File: config.mk
export PLATFORM = sky130hd
export DESIGN_NAME = jtcontra_gfx_romarb_flat
export DESIGN_NICKNAME = d
export VERILOG_FILES = /design/src/rtl/jtcontra_gfx_romarb_if.sv /design/src/rtl/jtcontra_gfx_romarb.sv /design/src/flat_wrapper.sv
export SDC_FILE = /design/constraint.sdc
export NUM_CORES = 1
export LEC_CHECK = 0
export ABC_AREA = 1
export BUFFER_PORTS_ARGS = -buffer_cell sky130_fd_sc_hd__buf_4
export CAP_MARGIN = 20
export CORE_MARGIN = 1
export CORE_UTILIZATION = 40
export DETAILED_ROUTE_END_ITERATION = 10
export PLACE_DENSITY = 0.67
export SLEW_MARGIN = 20
export SYNTH_ARGS = -nofsm -noshare
export SYNTH_HDL_FRONTEND = slang
export SYNTH_SLANG_ARGS = --single-unit
File: constraint.sdc
create_clock -name clk -period 1.96 [get_ports clk]
set_input_delay 0.098 -clock clk [delete_from_list [all_inputs] [get_ports clk]]
set_output_delay 0.098 -clock clk [all_outputs]
set_load 0.005 [all_outputs]
File: src/rtl/jtcontra_gfx_romarb_if.sv
// jtcontra_gfx_romarb_if
// Bundles the two fetcher ports and the SDRAM slot port of the graphics ROM
// arbiter.
//   scr_*  : tilemap fetcher  (cs/addr in, ok/data out)
//   obj_*  : object fetcher   (cs/addr in, ok/data out)
//   rom_*  : SDRAM slot       (cs/addr out, ok/data in)
// Modport "slave" is taken by the arbiter. Modport "master" is taken by
// whatever drives the fetcher requests and the SDRAM response.
interface jtcontra_gfx_romarb_if #(
  parameter int AW = 18,
  parameter int DW = 16
);
  logic          scr_cs;
  logic [AW-1:0] scr_addr;
  logic          scr_ok;
  logic [DW-1:0] scr_data;
  logic          obj_cs;
  logic [AW-1:0] obj_addr;
  logic          obj_ok;
  logic [DW-1:0] obj_data;
  logic          rom_cs;
  logic [AW-1:0] rom_addr;
  logic          rom_ok;
  logic [DW-1:0] rom_data;

  modport slave (
    input  scr_cs, scr_addr, obj_cs, obj_addr, rom_ok, rom_data,
    output scr_ok, scr_data, obj_ok, obj_data, rom_cs, rom_addr
  );

  modport master (
    output scr_cs, scr_addr, obj_cs, obj_addr, rom_ok, rom_data,
    input  scr_ok, scr_data, obj_ok, obj_data, rom_cs, rom_addr
  );
endinterface

File: src/rtl/jtcontra_gfx_romarb.sv
// jtcontra_gfx_romarb
// Shares one SDRAM graphics ROM slot between the tilemap (SCR) and object
// (OBJ) fetchers of a 007121 layer. SCR has priority during the active line
// (LHBL=1), OBJ during H-blank. A requester that loses STARVE arbitrations in
// a row gets the next grant regardless of the video phase.
// Ports:
//   rst    async reset, active-high
//   clk    rising-edge clock
//   LHBL   1 = active line, 0 = H-blank
//   bus    fetcher and SDRAM signals (slave side)
//   owner  last granted requester (0 = SCR, 1 = OBJ)
//   busy   a fetch is in progress
module jtcontra_gfx_romarb #(
  parameter int AW     = 18,
  parameter int DW     = 16,
  parameter int STARVE = 4
) (
  input  logic                      rst,
  input  logic                      clk,
  input  logic                      LHBL,
  jtcontra_gfx_romarb_if.slave      bus,
  output logic                      owner,
  output logic                      busy
);

  localparam int CW = $clog2(STARVE + 1);
  localparam logic [CW-1:0] STARVE_C = CW'(STARVE);

  typedef enum logic [1:0] {S_IDLE, S_ARM, S_WAIT, S_DONE} state_e;

  state_e        state_q,    state_d;
  logic          rom_cs_q,   rom_cs_d;
  logic [AW-1:0] rom_addr_q, rom_addr_d;
  logic          scr_ok_q,   scr_ok_d;
  logic          obj_ok_q,   obj_ok_d;
  logic [DW-1:0] scr_data_q, scr_data_d;
  logic [DW-1:0] obj_data_q, obj_data_d;
  logic          owner_q,    owner_d;
  logic [CW-1:0] scr_cnt_q,  scr_cnt_d;
  logic [CW-1:0] obj_cnt_q,  obj_cnt_d;

  logic          scr_elig, obj_elig, win_obj;
  logic          own_cs;
  logic [AW-1:0] own_addr;

  // State register
  always_ff @(posedge clk or posedge rst) begin
    if (rst) begin
      state_q    <= S_IDLE;
      rom_cs_q   <= 1'b0;
      rom_addr_q <= '0;
      scr_ok_q   <= 1'b0;
      obj_ok_q   <= 1'b0;
      scr_data_q <= '0;
      obj_data_q <= '0;
      owner_q    <= 1'b0;
      scr_cnt_q  <= '0;
      obj_cnt_q  <= '0;
    end else begin
      state_q    <= state_d;
      rom_cs_q   <= rom_cs_d;
      rom_addr_q <= rom_addr_d;
      scr_ok_q   <= scr_ok_d;
      obj_ok_q   <= obj_ok_d;
      scr_data_q <= scr_data_d;
      obj_data_q <= obj_data_d;
      owner_q    <= owner_d;
      scr_cnt_q  <= scr_cnt_d;
      obj_cnt_q  <= obj_cnt_d;
    end
  end

  // Next-state logic
  always_comb begin
    state_d    = state_q;
    rom_cs_d   = rom_cs_q;
    rom_addr_d = rom_addr_q;
    scr_ok_d   = scr_ok_q;
    obj_ok_d   = obj_ok_q;
    scr_data_d = scr_data_q;
    obj_data_d = obj_data_q;
    owner_d    = owner_q;
    scr_cnt_d  = scr_cnt_q;
    obj_cnt_d  = obj_cnt_q;

    scr_elig = bus.scr_cs & ~scr_ok_q;
    obj_elig = bus.obj_cs & ~obj_ok_q;
    win_obj  = 1'b0;
    own_cs   = owner_q ? bus.obj_cs   : bus.scr_cs;
    own_addr = owner_q ? bus.obj_addr : bus.scr_addr;

    unique case (state_q)
      S_IDLE: begin
        if (scr_elig || obj_elig) begin
          if (scr_elig && obj_elig) begin
            // Video phase picks the winner unless the loser has starved
            win_obj = ~LHBL;
            if (LHBL && obj_cnt_q == STARVE_C)
              win_obj = 1'b1;
            else if (!LHBL && scr_cnt_q == STARVE_C)
              win_obj = 1'b0;
          end else begin
            win_obj = obj_elig;
          end

          if (win_obj) begin
            obj_cnt_d = '0;
            if (scr_elig && scr_cnt_q != STARVE_C) scr_cnt_d = scr_cnt_q + 1'b1;
          end else begin
            scr_cnt_d = '0;
            if (obj_elig && obj_cnt_q != STARVE_C) obj_cnt_d = obj_cnt_q + 1'b1;
          end

          rom_addr_d = win_obj ? bus.obj_addr : bus.scr_addr;
          owner_d    = win_obj;
          rom_cs_d   = 1'b1;
          state_d    = S_ARM;
        end
      end

      S_ARM, S_WAIT: begin
        if (!own_cs) begin
          rom_cs_d = 1'b0;
          state_d  = S_IDLE;
        end else if (own_addr != rom_addr_q) begin
          // Any rom_ok seen this cycle belongs to the old address
          rom_addr_d = own_addr;
          state_d    = S_ARM;
        end else if (state_q == S_ARM) begin
          // rom_ok may still reflect the previous address here
          state_d = S_WAIT;
        end else if (bus.rom_ok) begin
          if (owner_q) begin
            obj_data_d = bus.rom_data;
            obj_ok_d   = 1'b1;
          end else begin
            scr_data_d = bus.rom_data;
            scr_ok_d   = 1'b1;
          end
          rom_cs_d = 1'b0;
          state_d  = S_DONE;
        end
      end

      S_DONE: begin
        if (!own_cs || own_addr != rom_addr_q) begin
          scr_ok_d = 1'b0;
          obj_ok_d = 1'b0;
          state_d  = S_IDLE;
        end
      end

      default: state_d = S_IDLE;
    endcase
  end

  // Outputs
  always_comb begin
    bus.rom_cs   = rom_cs_q;
    bus.rom_addr = rom_addr_q;
    bus.scr_ok   = scr_ok_q;
    bus.scr_data = scr_data_q;
    bus.obj_ok   = obj_ok_q;
    bus.obj_data = obj_data_q;
    owner        = owner_q;
    busy         = (state_q != S_IDLE);
  end

endmodule

File: src/flat_wrapper.sv
// flat-port wrapper written by rule: the top's interface ports become plain ports
module jtcontra_gfx_romarb_flat 
#(
  parameter int AW     = 18,
  parameter int DW     = 16,
  parameter int STARVE = 4
)
  (rst, clk, LHBL, owner, busy, bus_scr_cs, bus_scr_addr, bus_obj_cs, bus_obj_addr, bus_rom_ok, bus_rom_data, bus_scr_ok, bus_scr_data, bus_obj_ok, bus_obj_data, bus_rom_cs, bus_rom_addr);
  jtcontra_gfx_romarb_if #(.AW(AW), .DW(DW)) bus_i ();
  input  logic rst;
  input  logic clk;
  input  logic LHBL;
  output logic owner;
  output logic busy;
  input wire logic [$bits(bus_i.scr_cs)-1:0] bus_scr_cs;
  input wire logic [$bits(bus_i.scr_addr)-1:0] bus_scr_addr;
  input wire logic [$bits(bus_i.obj_cs)-1:0] bus_obj_cs;
  input wire logic [$bits(bus_i.obj_addr)-1:0] bus_obj_addr;
  input wire logic [$bits(bus_i.rom_ok)-1:0] bus_rom_ok;
  input wire logic [$bits(bus_i.rom_data)-1:0] bus_rom_data;
  output wire logic [$bits(bus_i.scr_ok)-1:0] bus_scr_ok;
  output wire logic [$bits(bus_i.scr_data)-1:0] bus_scr_data;
  output wire logic [$bits(bus_i.obj_ok)-1:0] bus_obj_ok;
  output wire logic [$bits(bus_i.obj_data)-1:0] bus_obj_data;
  output wire logic [$bits(bus_i.rom_cs)-1:0] bus_rom_cs;
  output wire logic [$bits(bus_i.rom_addr)-1:0] bus_rom_addr;
  assign bus_i.scr_cs = bus_scr_cs;
  assign bus_i.scr_addr = bus_scr_addr;
  assign bus_i.obj_cs = bus_obj_cs;
  assign bus_i.obj_addr = bus_obj_addr;
  assign bus_i.rom_ok = bus_rom_ok;
  assign bus_i.rom_data = bus_rom_data;
  assign bus_scr_ok = bus_i.scr_ok;
  assign bus_scr_data = bus_i.scr_data;
  assign bus_obj_ok = bus_i.obj_ok;
  assign bus_obj_data = bus_i.obj_data;
  assign bus_rom_cs = bus_i.rom_cs;
  assign bus_rom_addr = bus_i.rom_addr;
  jtcontra_gfx_romarb #(.AW(AW), .DW(DW), .STARVE(STARVE)) u_core (.rst(rst), .clk(clk), .LHBL(LHBL), .bus(bus_i), .owner(owner), .busy(busy));
endmodule
After elaboration in Yosys (flattened, before gate mapping)

Cells that the tools add are included.

Logic and storage cells: 109
Output and inout port bits: 55
Bits of input ports: 58
Register bits: 62

Reduce and logical (&&, ||, !) cells: 25
Eq/ne operators: 22
Muxes and demuxes: 42
Add/sub/neg operators: 2
Bitwise logic cells: 8

Operator list:

| kind                                                  | count |
|---|---|
| 2-to-1 mux 18 bit                                     | 5 |
| one-hot mux 18 bit (2 select lines)                   | 1 |
| 2-to-1 mux 1 bit                                      | 22 |
| inequality test 18 bit                                | 1 |
| inequality test 3 bit, second input constant          | 5 |
| AND reduction 7 bit                                   | 2 |
| 2-to-1 mux 2 bit                                      | 6 |
| 2-to-1 mux 3 bit                                      | 4 |
| inequality test 2 x 1 -> 1 bit, second input constant | 6 |
| AND reduction 6 bit                                   | 2 |
| AND reduction 3 bit                                   | 3 |
| inequality test 2 bit, second input constant          | 4 |
| nonzero test 2 bit                                    | 4 |
| adder 3 x 1 -> 3 bit, second input constant           | 2 |
| == test 3 bit, second input constant                  | 2 |
| NOT 1 bit                                             | 6 |
| one-hot mux 1 bit (2 select lines)                    | 3 |
| one-hot mux 2 bit (3 select lines)                    | 1 |
| logical AND 1 bit                                     | 5 |
| inequality test 5 bit, second input constant          | 1 |
| AND reduction 5 bit                                   | 1 |
| == test 2 bit, second input constant                  | 2 |
| AND reduction 4 bit                                   | 1 |
| AND 1 bit                                             | 2 |
| other kinds (6)                                       | 8 |

Longest topological paths before layout

Gate-level depths: netlist of run 1.

Word-level depth: 10
Gate-level depth with buffers: 17
Gate-level depth less buffers: 15

Least setup slack after synthesis of run 1

OpenSTA, ideal clock, no wires.

Path type: register to register
From: register u_core.owner_q, in the netlist u_core.owner
To: register u_core.scr_data_q[10], in the netlist u_core.bus.scr_data[10]
Setup time: 121 ps
Path slack: 75 ps
Data required time: 1839 ps
Buffers on the path: 3
Data arrival time: 1765 ps
Stages on the path, launching flop included: 16
Cell sequence: dfrtp_1 buf_6 inv_4 buf_6 nand2_1 nand3_1 nand2_1 nor2_1 nand2_1 nor2_2 nand3_2 nor2_4 nand2_2 buf_2 nand2_1 o21ai_1

Cells in the longest elaborated chain, start to end: 4
Elaborated cells on any way between the ends: 6
Those cells by class: eq/ne (1); mux (2); bitwise (2); reduce/logical (1)

RTL lines:

| item                                     | RTL line                   | text |
|---|---|---|
| start, declared                          | jtcontra_gfx_romarb.sv:38  | `logic owner_q, owner_d;` |
| start signal, assigned                   | jtcontra_gfx_romarb.sv:67  | `owner_q <= owner_d;` |
| 2-to-1 mux 18 bit                        | jtcontra_gfx_romarb.sv:90  | `own_addr = owner_q ? bus.obj_addr : bus.scr_addr;` |
| inequality test 18 bit                   | jtcontra_gfx_romarb.sv:125 | `end else if (own_addr != rom_addr_q) begin` |
| NOT 1 bit (no source line)               | --                         |  |
| AND reduction 6 bit (no source line) (*) | --                         |  |
| end signal, assigned                     | jtcontra_gfx_romarb.sv:65  | `scr_data_q <= scr_data_d;` |
| end, declared                            | jtcontra_gfx_romarb.sv:36  | `logic [DW-1:0] scr_data_q, scr_data_d;` |

Every way passes the cells marked *; elsewhere a longest branch is shown, timed or not.
A chain may end at the register's enable or synchronous reset.

Worst setup path after layout of run 1

From: register u_core.owner_q, in the netlist u_core.owner
To: register u_core.rom_addr_q[13], in the netlist u_core.bus.rom_addr[13]

Cells in the longest elaborated chain, start to end: 4
Elaborated cells on any way between the ends: 9
Those cells by class: eq/ne (3); mux (5); reduce/logical (1)

RTL lines:

| item                                                                                        | RTL line                   | text |
|---|---|---|
| 2-to-1 mux 18 bit                                                                           | jtcontra_gfx_romarb.sv:90  |  |
| inequality test 18 bit or 2-to-1 mux 18 bit (tied branches)                                 | jtcontra_gfx_romarb.sv:125 |  |
| inequality test 2 x 1 -> 1 bit (no source line) or 2-to-1 mux 18 bit (tied branches)        | --                         |  |
| AND reduction 4 bit (no source line) or one-hot mux 18 bit (2 select lines) (tied branches) | --                         |  |
| end signal, assigned                                                                        | jtcontra_gfx_romarb.sv:62  | `rom_addr_q <= rom_addr_d;` |
| end, declared                                                                               | jtcontra_gfx_romarb.sv:33  | `logic [AW-1:0] rom_addr_q, rom_addr_d;` |

Several ways; a longest one is shown, not always the timed one. The select of a mux whose other input is x is not followed.

==> impl_metrics.yaml, run 1 <==
status:
  outcome: "finished with violations"
  violations: "setup timing"
sta:
  worst_slew_pin_slew_ns: 0.344
  timing.final.crit_period_ns: 2.08
  rsz0062_at_grt: "yes"
  final-hold-violation-count: 0
  fmax_mhz: 482
  finalSetupViolCount: 55
  fin_crit_sh_pct: 106
  slew_viol_final: 0
  finClkSkew_ns: 0.0103
  final.setup.worst_slack_ns: -0.115
  maxSlewHeadroom_pct: 77.1
yosys:
  synth_area_leaders: "dfrtp_1 (40%), nand2_1 (21%), nand3_1 (7.4%)"
  ys.warnings.count: 0
  ys_ff_latch: 62
  synth_edf_count: 0
  async_reset_ff_share_pct: 100
  avgSynthCellArea_um2: 6.88
  synth_top_cell_area_share_pct: 40.2
  synth_cell_types: 30
  syn_nets: 627
  yosys.area.top_type: "dfrtp_1"
  ys.flop_type: "dfrtp_1"
  syn_area_um2: 3860
  netlist_instances: 561
  synth-seq-area-share_pct: 40.2
grt:
  grt_pass1_vias: 3930
  grt_overflow: 0
  grt_pass1_wl_mm: 17.9
  grt_max_degree: 63
  track_usage_pct: 22.6
  antenna_found_initial: 0
floorplan:
  dieArea_um2: 10000
  fp.dieW_um: 100
  start_util_pct: 41.6
  fp.dieH_um: 100
  top_level_ports: 113
  core_um2: 9280
  rows: 35
clock_network:
  cts.clk_slew.worst_paths_ns: 0.09
  clk_path_buf_depth: 2
  numClockSinks: 62
  cts-root-buf: "clkbuf_8"
  cts_inserted_buffers: 9
  tritoncts: "built"
  clk_latency_ns: 0.35
  h-tree-depth: 3
critical_path:
  cp.required_ns: 2.23
  worstSetupStartpointType: "flop"
  crit_type: "reg2reg"
  worstReg2RegStart: "u_core.owner$_DFFE_PP0P_"
  crit_family: "simple AND/OR/NAND/NOR gates"
  critical-path-max-stage-delay_ns: 0.43
  cp_slowest_cell: "dfrtp_2"
  crit_arrival_ns: 2.35
  path_max_fanout: 18
  crit_path_cell_trace: "buf_12 -> clkinv_8 -> buf_12 -> nand2_2 -> nand3_2 -> nand2_2 -> nor2_2 -> buf_4 -> nand4_1 -> nor2_4 -> nand2_2 -> nand3b_4 -> buf_12 -> nand2_1 -> o21ai_1"
  path_buf_inv: 5
  reg2reg_depth: 15
  worstSetupEndpointType: "flop"
  r2r_slack_ns: -0.12
  regToRegEndpoint: "u_core.bus.rom_addr[13]$_DFFE_PP0P_"
power:
  ir_drop_mv: 0.447
  power_density_nw_per_um2: 1310
  leakage_nw: 2.99
  totalPowerFinal_mw: 7.29
cells_and_area:
  drive_above_1_share_pct: 31.5
  nets: 771
  fill_cells: 849
  postLayoutCellArea_um2: 5570
  diodes: 0
  areaGrowthSynthToFinish_pct: 44.4
detailed_routing:
  avgRoutedWirePerCell_um: 13.4
  drtIter0Drc: 204
  dr.pass1.iters: 5
  antenna_left: 0
  vias: 4152
  drc: 0
  drt_wl_total_mm: 11.2
  vias_per_cell: 4.95
min_path:
  holdPathStages: 3
  hold_path.class: "in2reg"
  hp-start: "bus_rom_data[11]"
  min_to: "u_core.bus.obj_data[11]$_DFFE_PP0P_"
placement:
  placed_area_um2: 4930
  dp_hpwl_mm: 7.58
  gp_congestion: 0.789
  io_buffers: 112
job:
  drv_cap: 0
[registers in the layout (all words and copies together) (netlist names)]
register,count
u_core.bus.obj_ok,1
u_core.bus.obj_data,16
u_core.bus.rom_cs,1
u_core.scr_cnt_q,3
u_core.obj_cnt_q,3
u_core.state_q,2
u_core.bus.rom_addr,18
u_core.owner,1
u_core.bus.scr_ok,1
u_core.bus.scr_data,16
[worst max path at each step]
stage | from | end | slack, ns | cells past startpoint
3_5_place_dp | u_core.owner$_DFFE_PP0P_ | u_core.bus.scr_data[12]$_DFFE_PP0P_ | -0.17 | 14
6_report | u_core.owner$_DFFE_PP0P_ | u_core.bus.rom_addr[13]$_DFFE_PP0P_ | -0.12 | 15
3_3_place_gp | u_core.owner$_DFFE_PP0P_ | u_core.bus.scr_data[12]$_DFFE_PP0P_ | -0.09 | 14
2_1_floorplan | u_core.owner$_DFFE_PP0P_ | u_core.bus.scr_data[10]$_DFFE_PP0P_ | 0.07 | 15
4_1_cts | u_core.owner$_DFFE_PP0P_ | u_core.bus.obj_data[8]$_DFFE_PP0P_ | -0.1 | 14
5_1_grt | u_core.owner$_DFFE_PP0P_ | u_core.bus.scr_data[12]$_DFFE_PP0P_ | -0.24 | 15
[per-stage QoR]
stage	setup TNS (ns)	setup WS [ns]	utilization (%)	hold WS, ns	cells
floorplan	0	0.0749	-	0.248	561
global placement	-2.66	-0.0890	53.1	0.201	801
detailed placement	-5.12	-0.167	53.1	0.205	801
CTS	-2.67	-0.0979	55.9	0.000535	825
global route	-11.06	-0.245	60.0	0.0130	839
finish	-4.53	-0.115	60.0	0.00822	839
[tightest hold or removal path: stages]
cell and delay (ns):
buf_4 0.07, inv_1 0.04, o21ai_1 0.11
[where the power goes]
part	internal, mW	switching [mW]	total [mW]
combinational	1.98	2.33	4.31
clock	0.476	0.615	1.09
sequential	1.58	0.312	1.89
total	4.03	3.26	7.29
[layout by cell type (no fill, tap or decap), types with 2 or more instances in the layout]
cell type,n
clkbuf_8,9
ha_1,8
o21ai_0,40
nand2_1,184
nand2_4,6
nand3b_1,4
buf_8,4
nor3_1,2
buf_12,7
nand3_1,50
dfrtp_1,61
clkinv_4,3
inv_8,2
nor2_1,14
nand2_2,27
o21ai_1,43
nand4_1,2
o22ai_1,2
nor2_2,7
buf_4,131
o21ai_2,2
nand3_2,8
buf_6,2
inv_2,3
inv_1,62
dlygate4sd3_1,5
nor2_4,3
clkbuf_16,3
clkinv_1,2
[repair_timing]
| item | 4_1_cts | 5_1_grt |
|---|---|---|
| setup buffers | 1 | 9 |
| hold endpoints to repair | 66 | 0 |
| pin swaps | 0 | 5 |
| cloned | 2 | 5 |
| endpoints found under the setup margin | 53 | 56 |
| hold buffers | 5 | 0 |
| gates resized for setup | 5 | 70 |
[metal layers]
layer  wire length (um)  part of all wire (%)  vias to the layer above  global-route usage, %
li1                   -                     -                     2080                      -
met1               4730                    42                     1894                   27.8
met2               5400                    48                      153                   37.1
met3                802                   7.1                       25                   5.99
met4                299                   2.7                        0                   10.4
met5                  0                     0                        -                      0
[final cells by class]
type	count	area [um^2]	area share (%)
multi-input combinational	410	2060	36.9
sequential	62	1550	27.9
timing repair buffer	152	1330	23.9
inverter	68	268	4.81
tap	129	161	2.90
clock buffer	9	124	2.22
clock inverter	7	58.8	1.06
timing repair inverter	2	17.5	0.314
[synth_stat cells (4+ instances only)]
cell / instances
nand2_1: 213
inv_1: 65
dfrtp_1: 62
nand3_1: 57
o21ai_0: 44
o21ai_1: 41
nor2_1: 18
buf_6: 8
ha_1: 8
clkbuf_1: 6
nor2_2: 5
buf_4: 4
nand2_2: 4
nand3b_1: 4
[logic make-up after synthesis]
| logic type | after synthesis | synth area share (%) |
|---|---|---|
| fa+ha+maj | 8 | 2.59 |
| flops | 62 | 40.2 |
| buf+inv | 89 | 10.8 |
| compound gates | 91 | 12.1 |
| xor+xnor | 2 | 0.454 |
| simple gates | 309 | 33.9 |
Note: power is estimated with default switching activity, not from simulation.
==> run 2: changes to the inputs <==
==> constraint.sdc (replaced) <==
create_clock -name clk -period 1.96 [get_ports clk]
set_input_delay 0.588 -clock clk [delete_from_list [all_inputs] [get_ports clk]]
set_output_delay 0.588 -clock clk [all_outputs]
set_load 0.005 [all_outputs]
==> run 2 against run 1 <==
Effect of this change:
- first-iteration DRC count decreased by 30%
- worst setup slack got worse by 0.070 ns
- highest routed layer unchanged
- wire length decreased by 1.8%
- the flow still finishes with violations (setup timing)
- clock skew about the same
- hold slack improved by 0.25 ns
- register-to-register slack got worse by 0.07 ns
- critical endpoint is now u_core.bus.rom_addr[4]$_DFFE_PP0P_
- count of clock-buffer cells in the layout unchanged
- utilization decreased by 0.93 points
- flip-flop and latch count unchanged
==> impl_metrics.yaml, run 2 (synthesis results as in run 1) <==
floorplan:
  fp.dieW_um: 100
  start_util_pct: 41.6
  top_level_ports: 113
  fp.dieH_um: 100
  rows: 35
  core_um2: 9280
  dieArea_um2: 10000
cells_and_area:
  fin_cells: 835
  areaGrowthSynthToFinish_pct: 42.1
  nets: 767
  largest_reg_flops: 18
  fill_cells: 846
  final_cell_mix: "nand2_1 (196), buf_4 (134), inv_1 (64), dfrtp_1 (61), nand3_1 (55)"
  multi_input_area_um2: 1970
  diodes: 0
  drive_above_1_share_pct: 28.9
  seq_area_um2: 1550
  final_common_cell: "nand2_1"
  finish.utilization_pct: 59.1
critical_path:
  crit_type: "reg2reg"
  worstSetupEndpointType: "flop"
  path_max_fanout: 10
  r2r_slack_ns: -0.19
  crit_arrival_ns: 2.41
  reg2reg_depth: 15
  regToRegEndpoint: "u_core.bus.rom_addr[4]$_DFFE_PP0P_"
  worstSetupStartpointType: "flop"
  worstReg2RegStart: "u_core.owner$_DFFE_PP0P_"
  cp.required_ns: 2.23
clock_network:
  numClockSinks: 62
  h-tree-depth: 3
  cts.clk_slew.worst_paths_ns: 0.08
  cts-root-buf: "clkbuf_8"
  clk_path_buf_depth: 2
  hold_buffers: 0
  cts_inserted_buffers: 9
  tritoncts: "built"
  clk_latency_ns: 0.34
detailed_routing:
  drtIter0Drc: 143
  vias: 4069
  wl_met2_mm: 5.56
  drc: 0
  dr.pass1.iters: 5
  vias_per_cell: 4.87
  drt_wl_total_mm: 11.0
  dr.max_layer_used: "met4"
  antenna_left: 0
  avgRoutedWirePerCell_um: 13.2
  wl_met1_mm: 4.76
  route.met3.wl_um: 627
grt:
  antenna_found_initial: 0
  grt_overflow: 0
  grt_max_degree: 33
  grt_pass1_wl_mm: 17.1
  grt_pass1_vias: 3699
  track_usage_pct: 21.6
power:
  power.internal_mw: 4.09
  totalPowerFinal_mw: 7.11
  pwr-share-seq_pct: 26.9
  p_switching_mw: 3.03
  ir_drop_mv: 0.491
  swShare_pct: 42.6
  leakage_nw: 2.96
  p_clk_share_pct: 17.7
  pwr-share-comb_pct: 55.4
  power_density_nw_per_um2: 1300
status:
  outcome: "finished with violations"
  violations: "setup timing"
job:
  drv_cap: 0
placement:
  dp_hpwl_mm: 7.71
  io_buffers: 112
  gp_congestion: 0.872
  placed_cells: 806
sta:
  fmax_mhz: 466
  finClkSkew_ns: 0.0104
  worst_slew_pin_slew_ns: 0.463
  final.setup.worst_slack_ns: -0.185
  final-hold-violation-count: 0
  rsz0062_at_grt: "yes"
  timing.final.crit_period_ns: 2.15
  tns_ns: -6.51
  finalSetupViolCount: 55
  fin_crit_sh_pct: 109
  maxSlewHeadroom_pct: 69.1
  slew_viol_final: 0
min_path:
  hold_path.class: "in2async"
## run 2: worst max-delay path, cell delays in order (launching register included)
cell	delay (ns)
dfrtp_2	0.50
clkinv_8	0.10
buf_12	0.15
nand2_4	0.05
nand2_2	0.04
nand2_1	0.05
nand2_1	0.06
nor2_2	0.11
buf_4	0.12
nand4_1	0.13
nor2_2	0.18
nand2_1	0.10
nand3b_4	0.14
clkbuf_16	0.17
nand2_1	0.07
o21ai_0	0.08
## run 2: how the worst max path moves through the flow
stage	cells past startpoint	startpoint	slack, ns	end
6_report	15	u_core.owner$_DFFE_PP0P_	-0.19	u_core.bus.rom_addr[4]$_DFFE_PP0P_
5_1_grt	15	u_core.owner$_DFFE_PP0P_	-0.33	u_core.bus.scr_data[10]$_DFFE_PP0P_
4_1_cts	14	u_core.owner$_DFFE_PP0P_	-0.07	u_core.bus.scr_data[7]$_DFFE_PP0P_
3_5_place_dp	14	bus_scr_addr[12]	-0.16	u_core.bus.scr_data[7]$_DFFE_PP0P_
3_3_place_gp	13	bus_obj_addr[6]	-0.11	u_core.bus.rom_addr[0]$_DFFE_PP0P_
2_1_floorplan	9	bus_scr_cs	0.04	u_core.scr_cnt_q[0]$_DFFE_PP0P_
## run 2: routing by layer
layer / up-vias / GRT usage [%]
met4: 0 / 6.58
met3: 9 / 4.18
met1: 1872 / 27.1
met5: - / 0
li1: 2062 / -
met2: 126 / 37.5
## run 2: stage by stage
step	setup slack (ns)	hold slack, ns	cell area (um^2)
floorplan	0.0386	0.476	3860
global placement	-0.113	0.471	4970
detailed placement	-0.161	0.478	4970
CTS	-0.0736	0.265	5210
global route	-0.327	0.279	5480
finish	-0.185	0.262	5480
## run 2: area by class of cell
class	count	area share [%]
multi-input cells	410	36.0
flip-flops and latches	62	28.3
repair buffers	149	23.5
inverters	68	4.95
well taps	129	2.94
clock buffers	9	2.26
clock inverters	7	1.78
repair inverters	1	0.297
## run 2: power by group through the flow
stage | Combinational [mW] | Sequential [mW] | Clock [mW]
floorplan | 2.24 | 1.85 | 0
detailed placement | 3.45 | 1.91 | 0
finish | 3.94 | 1.92 | 1.26
CTS | 3.51 | 1.90 | 1.29
global placement | 3.39 | 1.89 | 0
global route | 4.40 | 1.95 | 1.35
## run 2: timing repair
action	CTS	global route
pin swaps	2	4
gates cloned	0	5
endpoints found under the setup margin	55	56
gates resized for setup	7	35
buffers inserted	0	8
